`config.mk`:
```
export PLATFORM = sky130hd
export DESIGN_NAME = pc_sequencer
export DESIGN_NICKNAME = d
export VERILOG_FILES = /design/src/rtl/pc_seq_pkg.sv /design/src/rtl/pc_seq_counter.sv /design/src/rtl/pc_sequencer.sv
export SDC_FILE = /design/constraint.sdc
export NUM_CORES = 1
export LEC_CHECK = 0
export ABC_AREA = 0
export CORE_MARGIN = 3
export CORE_UTILIZATION = 36
export CTS_CLUSTER_SIZE = 16
export DETAILED_ROUTE_END_ITERATION = 16
export GPL_TIMING_DRIVEN = 0
export PLACE_DENSITY = 0.7
export SYNTH_ARGS = -nofsm -noshare
export SYNTH_HDL_FRONTEND = slang
export SYNTH_HIERARCHICAL = 1
export SYNTH_SLANG_ARGS = --single-unit
```
`constraint.sdc`:
```
create_clock -name clock -period 4.3 [get_ports clock]
set_input_delay 0.86 -clock clock [delete_from_list [all_inputs] [get_ports clock]]
set_output_delay 0.86 -clock clock [all_outputs]
set_load 0.02 [all_outputs]
```
`src/rtl/pc_seq_pkg.sv`:
```
// rtl/pc_seq_pkg.sv - shared types and constants for the PC fetch/execute sequencer
package pc_seq_pkg;

    typedef enum logic [2:0] {
        BOOT  = 3'd0,
        FETCH = 3'd1,
        EXEC  = 3'd2,
        TRAP  = 3'd3,
        HALT  = 3'd4
    } state_e;

    localparam logic [1:0] PC_SRC_SEQ    = 2'b00;
    localparam logic [1:0] PC_SRC_BRANCH = 2'b01;
    localparam logic [1:0] PC_SRC_ALU    = 2'b10;

    localparam logic [1:0] CAUSE_NONE      = 2'b00;
    localparam logic [1:0] CAUSE_ECALL     = 2'b01;
    localparam logic [1:0] CAUSE_FETCH_ERR = 2'b10;
    localparam logic [1:0] CAUSE_TIMEOUT   = 2'b11;

    // Jump targets come from the ALU and take precedence over a conditional branch.
    function automatic logic [1:0] sel_pc_src(input logic jump, input logic branch);
        if (jump) begin
            return PC_SRC_ALU;
        end else if (branch) begin
            return PC_SRC_BRANCH;
        end
        return PC_SRC_SEQ;
    endfunction

endpackage

```
`src/rtl/pc_seq_counter.sv`:
```
// rtl/pc_seq_counter.sv - saturating, clearable up-counter for boot and fetch-wait counts
module pc_seq_counter #(
    parameter int          W   = 4,
    parameter logic [W-1:0] MAX = '1
) (
    input  logic         clock,
    input  logic         reset,
    input  logic         clr,
    input  logic         en,
    output logic [W-1:0] count
);

    logic [W-1:0] count_q;
    logic [W-1:0] count_d;

    // Clear wins over increment; the count parks at MAX instead of wrapping.
    always_comb begin
        count_d = count_q;
        if (clr) begin
            count_d = '0;
        end else if (en && (count_q != MAX)) begin
            count_d = count_q + 1'b1;
        end
    end

    // Count register, cleared by the asynchronous active-low reset.
    always_ff @(posedge clock or negedge reset) begin
        if (!reset) begin
            count_q <= '0;
        end else begin
            count_q <= count_d;
        end
    end

    assign count = count_q;

endmodule

```
`src/rtl/pc_sequencer.sv`:
```
// rtl/pc_sequencer.sv - fetch/execute controller driving program_counter and the imem handshake
module pc_sequencer
    import pc_seq_pkg::*;
#(
    parameter int               XLEN        = 64,
    parameter int               BOOT_CYCLES = 2,
    parameter int               TIMEOUT     = 15,
    parameter logic [XLEN-1:0]  TRAP_VECTOR = 'h100
) (
    input  logic            clock,
    input  logic            reset,
    output logic            imem_req,
    input  logic            imem_ack,
    input  logic            imem_err,
    input  logic            branch,
    input  logic            jump,
    input  logic            system,
    input  logic            halt_req,
    input  logic            resume,
    input  logic [XLEN-1:0] pc_current,
    output logic [1:0]      pc_src,
    output logic            pc_write,
    output logic            redirect,
    output logic [XLEN-1:0] redirect_pc,
    output logic            retire,
    output logic [63:0]     instret,
    output logic            trap_valid,
    output logic [1:0]      trap_cause,
    output logic [XLEN-1:0] epc,
    output logic [2:0]      state
);

    localparam int              BOOT_W    = $clog2(BOOT_CYCLES + 1);
    localparam int              WAIT_W    = $clog2(TIMEOUT + 1);
    localparam logic [BOOT_W-1:0] BOOT_LAST = BOOT_W'(BOOT_CYCLES - 1);
    localparam logic [WAIT_W-1:0] WAIT_LAST = WAIT_W'(TIMEOUT - 1);

    state_e            state_q;
    state_e            state_d;
    logic [63:0]       instret_q;
    logic [63:0]       instret_d;
    logic [XLEN-1:0]   epc_q;
    logic [XLEN-1:0]   epc_d;
    logic [1:0]        cause_q;
    logic [1:0]        cause_d;

    logic [BOOT_W-1:0] boot_cnt;
    logic [WAIT_W-1:0] wait_cnt;
    logic              in_boot;
    logic              in_fetch;
    logic              boot_done;
    logic              fetch_timeout;
    logic              wait_clr;

    assign in_boot       = (state_q == BOOT);
    assign in_fetch      = (state_q == FETCH);
    assign boot_done     = in_boot && (boot_cnt == BOOT_LAST);
    // A same-cycle ack beats the timeout.
    assign fetch_timeout = in_fetch && !imem_ack && (wait_cnt == WAIT_LAST);
    // The wait count restarts for every fetch, whichever way the previous one ended.
    assign wait_clr      = !in_fetch || imem_ack || fetch_timeout;

    pc_seq_counter #(
        .W   (BOOT_W),
        .MAX (BOOT_LAST)
    ) u_boot_cnt (
        .clock (clock),
        .reset (reset),
        .clr   (!in_boot),
        .en    (in_boot),
        .count (boot_cnt)
    );

    pc_seq_counter #(
        .W   (WAIT_W),
        .MAX (WAIT_LAST)
    ) u_wait_cnt (
        .clock (clock),
        .reset (reset),
        .clr   (wait_clr),
        .en    (in_fetch),
        .count (wait_cnt)
    );

    // Next-state logic plus the outputs decoded from the current state and decode flags.
    always_comb begin
        state_d     = state_q;
        instret_d   = instret_q;
        epc_d       = epc_q;
        cause_d     = cause_q;
        imem_req    = 1'b0;
        pc_src      = PC_SRC_SEQ;
        pc_write    = 1'b0;
        redirect    = 1'b0;
        redirect_pc = '0;
        retire      = 1'b0;
        trap_valid  = 1'b0;
        case (state_q)
            BOOT: begin
                if (boot_done) begin
                    state_d = FETCH;
                end
            end
            FETCH: begin
                imem_req = 1'b1;
                if (imem_ack) begin
                    if (imem_err) begin
                        state_d = TRAP;
                        cause_d = CAUSE_FETCH_ERR;
                        epc_d   = pc_current;
                    end else begin
                        state_d = EXEC;
                    end
                end else if (fetch_timeout) begin
                    state_d = TRAP;
                    cause_d = CAUSE_TIMEOUT;
                    epc_d   = pc_current;
                end
            end
            EXEC: begin
                if (system) begin
                    state_d = TRAP;
                    cause_d = CAUSE_ECALL;
                    epc_d   = pc_current;
                end else begin
                    pc_write  = 1'b1;
                    retire    = 1'b1;
                    pc_src    = sel_pc_src(jump, branch);
                    instret_d = instret_q + 64'd1;
                    state_d   = halt_req ? HALT : FETCH;
                end
            end
            TRAP: begin
                pc_write    = 1'b1;
                pc_src      = PC_SRC_ALU;
                redirect    = 1'b1;
                redirect_pc = TRAP_VECTOR;
                trap_valid  = 1'b1;
                state_d     = halt_req ? HALT : FETCH;
            end
            HALT: begin
                if (resume && !halt_req) begin
                    state_d = FETCH;
                end
            end
            default: begin
                state_d = BOOT;
            end
        endcase
    end

    // State and architectural registers; reset forces BOOT so every decoded output drops at once.
    always_ff @(posedge clock or negedge reset) begin
        if (!reset) begin
            state_q   <= BOOT;
            instret_q <= '0;
            epc_q     <= '0;
            cause_q   <= CAUSE_NONE;
        end else begin
            state_q   <= state_d;
            instret_q <= instret_d;
            epc_q     <= epc_d;
            cause_q   <= cause_d;
        end
    end

    assign instret    = instret_q;
    assign epc        = epc_q;
    assign trap_cause = cause_q;
    assign state      = state_q;

endmodule

```
; ---- Word level (Yosys, flattened, before mapping)
; Cells that the tools add are included.
[totals]
regBits = 139
elab_cells = 78
[classes]
n_addsub = 3
n_eq_ne = 14
muxes = 37
n_bitwise = 1
n_reduce_logical = 17
[op_table]
columns = operator, n
row1 = two-way mux 64 bit, 4
row2 = case mux 64 bit (2 select lines), 1
row3 = adder 64 x 1 -> 64 bit (second input constant), 1
row4 = two-way mux 2 bit, 10
row5 = two-way mux 3 bit, 6
row6 = case mux 3 bit (5 select lines), 1
row7 = two-way mux 1 bit, 9
row8 = two-way mux 9 bit, 1
row9 = two-way mux 4 bit, 2
row10 = case mux 2 bit (2 select lines), 2
row11 = == test 3 x 2 -> 1 bit (second input constant), 2
row12 = logical AND 1 bit, 6
row13 = != test 2 x 1 -> 1 bit (second input constant), 3
row14 = adder 4 x 1 -> 4 bit (second input constant), 1
row15 = == test 4 bit (second input constant), 1
row16 = != test 2 bit (second input constant), 2
row17 = != test 4 bit (second input constant), 1
row18 = AND reduction 4 bit, 1
row19 = nonzero test 2 bit, 2
row20 = == test 3 x 1 -> 1 bit (second input constant), 1
row21 = == test 3 bit (second input constant), 1
row22 = logical NOT 1 bit, 3
row23 = logical NOT 3 bit, 1
row24 = != test 3 x 2 -> 1 bit (second input constant), 1
row25 = other kinds (8), 9

; ---- Logic depth before layout (Yosys ltp)
[logic_depth]
word_depth = 7
depth_mapped = 8

; ---- By module
; Netlist, hierarchy kept.
[by_module_without_submodules]
columns = mod, instances, cells_each, area_each_um2
row1 = pc_sequencer, 1, 525, 6187.2
row2 = pc_seq_counter (u_wait_cnt), 1, 23, 229.0
row3 = pc_seq_counter (u_boot_cnt), 1, 10, 113.9

; ---- Worst setup path before layout
; Ideal clock, no wire load.
[synth_path]
kind = input-to-output
from = input port system
to = output port pc_src[0]
arrival_ns = 2.029
required_ns = 3.440
slack_ns = 1.411
cell_stages = 3
n_path_buf = 1
path_cell_list = or4b_4 buf_6 nor3b_1
[synth_via]
elab_chain_len = 2
[synth_rtl]
columns = item, line_no
row1 = "start, declared", pc_sequencer.sv:17  ; input logic system,
row2 = two-way mux 2 bit, pc_sequencer.sv:121  ; if (system) begin
row3 = case mux 2 bit (2 select lines), pc_sequencer.sv:98  ; case (state_q)
row4 = "end, declared", pc_sequencer.sv:21  ; output logic [1:0] pc_src,
; Every way passes these cells.

; ---- Final worst setup path
[layout_path]
from = input port system
to = output port pc_src[1]
; The elaborated chain is that of the path after synthesis.

==> impl_metrics.csv <==
group,metric,value,unit
cells_and_area,regArea,3478,sq um
critical_path,crit_slowest_cell,"clkdlybuf4s50_1",
placed_design,gp_congestion,0.7332,
clock_network,cts_hold_buf,0,
pwr,power_density,581.7,nW/um^2
logic_synthesis,syn_avg_cell_area,11.70,sq um
cells_and_area,nets,930,
die,num_rows,48,
cells_and_area,fill_cells,1519,
clock_network,clock_path_buffers,2,
pwr,total_power,5.721,mW
sta,fin_crit_sh,85.89,%
clock_network,numCtsBuffers,17,
die,ios,277,
route,drt-initial-drc-count,212,
critical_path,worstSetupStartpointType,"input port",
die,die_w,140.7,um
clock_network,cts_tree,"done",
critical_path,cp.required,3.44,ns
cells_and_area,diodes,0,
global_route,track_usage,16.27,%
route,firstDrtPassIters,4,
die,coreArea,17540,sq um
pwr,swShare,31.97,%
die,die_h,140.7,um
logic_synthesis,synth_area_leaders,"dfrtp_1 (53%), mux2_2 (12%), buf_4 (7.5%)",
min_path,min_path_type,"input port to async pin",
critical_path,crit_top_cell,"clkdlybuf4s50_1",
critical_path,path_buf_inv,3,
pwr,pwr-share-comb,39.8,%
critical_path,crit_family,"buffers and inverters",
sta,fin_crit,3.693,ns
sta,slew_headroom,56.96,%
logic_synthesis,yosysTopAreaCell,"dfrtp_1",
sta,hold_viol_final,0,
logic_synthesis,synth_ff_type,"dfrtp_1",
critical_path,arrival,2.83,ns
logic_synthesis,syn_inst,558,
clock_network,cts_resized,0,
logic_synthesis,async_reset_ff_share,100.0,%
clock_network,clock_latency,0.41,ns
sta,clock_skew,0.008420,ns
route,wl_per_cell,14.74,um
logic_synthesis,yosysTopAreaCellShare,53.27,%
sta,timing.fmax,0.2708,GHz
die,die-area,19790,sq um
placed_design,hpwl,12070,um
logic_synthesis,yosys.cell_types.count,46,
sta,slew_violations,0,
critical_path,critPathKind,"input port to output port",
critical_path,endpoint_kind,"output port",
clock_network,postCtsSetupBuffers,0,
global_route,first_global_vias,4949,
cells_and_area,area_delta_synth_final,50.62,%
clock_network,root_buffer,"clkbuf_16",
sta,tns,0,ns
clock_network,cts_max_level,4,
logic_synthesis,ys_seq_elements,139,
cells_and_area,finalInstanceArea,9836,sq um
placed_design,placed_area,9205,sq um
global_route,antenna_found_initial,0,
route,via_per_inst,4.532,
pwr,cellLeakagePower,4.469,nW
logic_synthesis,synth_area,6530,sq um
route,vias,4940,
pwr,clock_power_share,27.7,%
cells_and_area,drive_above_1_share,20.46,%
run_status,status,"completed",
sta,rsz0062_at_grt,"no",
placed_design,place.port_buffers,213,
pwr,p_switching,1.829,mW
sta,setup_viol,0,
critical_path,timing.critical_path.cells,"clkdlybuf4s50_1 > or4b_4 > buf_6 > nand2b_1 > o21a_1 > clkdlybuf4s50_1",
critical_path,cp_max_fo,10,
die,start_util,37.24,%
logic_synthesis,yosys_warnings,6,
cells_and_area,final_util,56.09,%
route,remaining_drc_errors,0,
route,drtAntennaViolNets,0,
clock_network,cts_sinks,139,
global_route,overflow,0,
global_route,grt_pass1_wl,25780,um
cells_and_area,multi_input_area,2666,sq um
flow_run,drv_cap,0,
logic_synthesis,yosysSeqAreaShare,53.27,%
critical_path,critPathMaxStageDelay,0.59,ns
sta,tightest_slew,0.6456,ns
pwr,vdd_drop_max,387.8,uV
global_route,grt_max_degree,91,
clock_network,clkTransAtPathRegs,0.06,ns
route,routed_wirelength,16070,um
logic_synthesis,synth_edf_count,0,
pwr,p_seq_share,32.6,%
pwr,internal_power,3.892,mW
-- worst reg2reg max path, cell delays in order, from the launching register on --
cell	delay, ns
dfrtp_1	0.39
clkbuf_1	0.21
nor2b_1	0.21
o211ai_1	0.11
a21oi_1	0.55
buf_2	0.36
buf_1	0.47
mux2_2	0.40
-- per-layer routing --
layer	vias to the layer above	share of wire, %	global-route usage, %	wire (um)
li1	2381	-	-	-
met1	2358	41	19.72	6668
met2	190	48	26.76	7791
met3	11	9.3	6.954	1498
met4	0	0.70	4.284	112
met5	-	0	0	0
-- Yosys cell counts (3+ instances only) --
library cell and instances:
dfrtp_1 139, mux2_2 67, buf_4 65, nand2_1 33, xor2_1 33, xnor2_1 30
nor2_1 28, nor3_1 24, nand3_1 22, nand4_1 21, inv_1 17, and3_1 8
nor4_1 8, clkbuf_1 6, a21oi_1 5, and2_1 5, ha_1 4, nand2b_1 4
a211oi_1 3, buf_1 3, nor2b_1 3
-- power by group through the flow --
stage,registers [mW],clock network [mW],logic [mW]
after floorplan,2.31,0,0.846
after global placement,1.88,0,2.28
after detailed placement,1.89,0,2.30
after CTS,1.87,1.63,2.31
after global routing,1.92,1.69,2.43
final,1.86,1.58,2.28
-- path summary, 6_finish.rpt --
check,startpoint,end,slack (ns),cells past startpoint
worst max-delay path,system,pc_src[1],0.61,6
worst min-delay path,reset,instret[12],0.39,1
worst max register to register,state[1],epc[50],1.47,7
worst min register to register,instret[63],instret[63],0.47,1
max in group asynchronous,reset,epc[29],3.07,2
min in group clock,instret[63],instret[63],0.47,1
-- layout by cell type (no fill, tap or decap), types with 24 or more instances in the layout --
cell type	Yosys	layout
clkdlybuf4s50_1	0	212
dfrtp_1	139	139
mux2_2	67	67
buf_4	65	65
conb_1	1	63
xor2_1	33	33
nand2_1	33	33
xnor2_1	30	30
nor2_1	28	28
nor3_1	24	24
-- stage by stage --
step | worst slack (ns) | hold slack [ns] | std cells
CTS | 0.6007 | 0.3949 | 1090
detailed placement | 0.6067 | 0.4668 | 1059
finish | 0.6067 | 0.3907 | 1090
global placement | -3.532 | 0.4623 | 1058
global route | 0.5396 | 0.4036 | 1090
floorplan | 1.411 | 0.5035 | 620
-- state kept, by name, summed over array words and instances, names as in the netlist --
| register | count |
|---|---|
| epc | 64 |
| instret | 64 |
| u_wait_cnt/count | 4 |
| state | 3 |
| trap_cause | 2 |
| u_boot_cnt/count | 2 |
-- logic make-up (layout without fill, tap and decap cells) --
group,Yosys count,count (layout),share of synthesized area (%)
and+or+nand+nor,172,172,14.58
other,1,63,0.05743
xor gates and xnor gates,63,63,8.450
AOI/OAI and AO/OA,17,17,1.858
adders and majority gates,4,4,0.7665
muxes,67,67,11.55
buffers and inverters,95,340,9.465
DFF,139,139,53.27
-- area by class of cell --
cell class              instances  share of cell area (%)
clock buffers                  20                   4.440
multi-input cells             386                   27.11
plain buffers                  78                   5.635
well taps                     225                   2.862
flip-flops and latches        139                   35.36
inverters                      17                  0.6488
clock inverters                11                   1.972
repair buffers                214                   21.97
No activity file was read; power rests on OpenSTA's default activity.
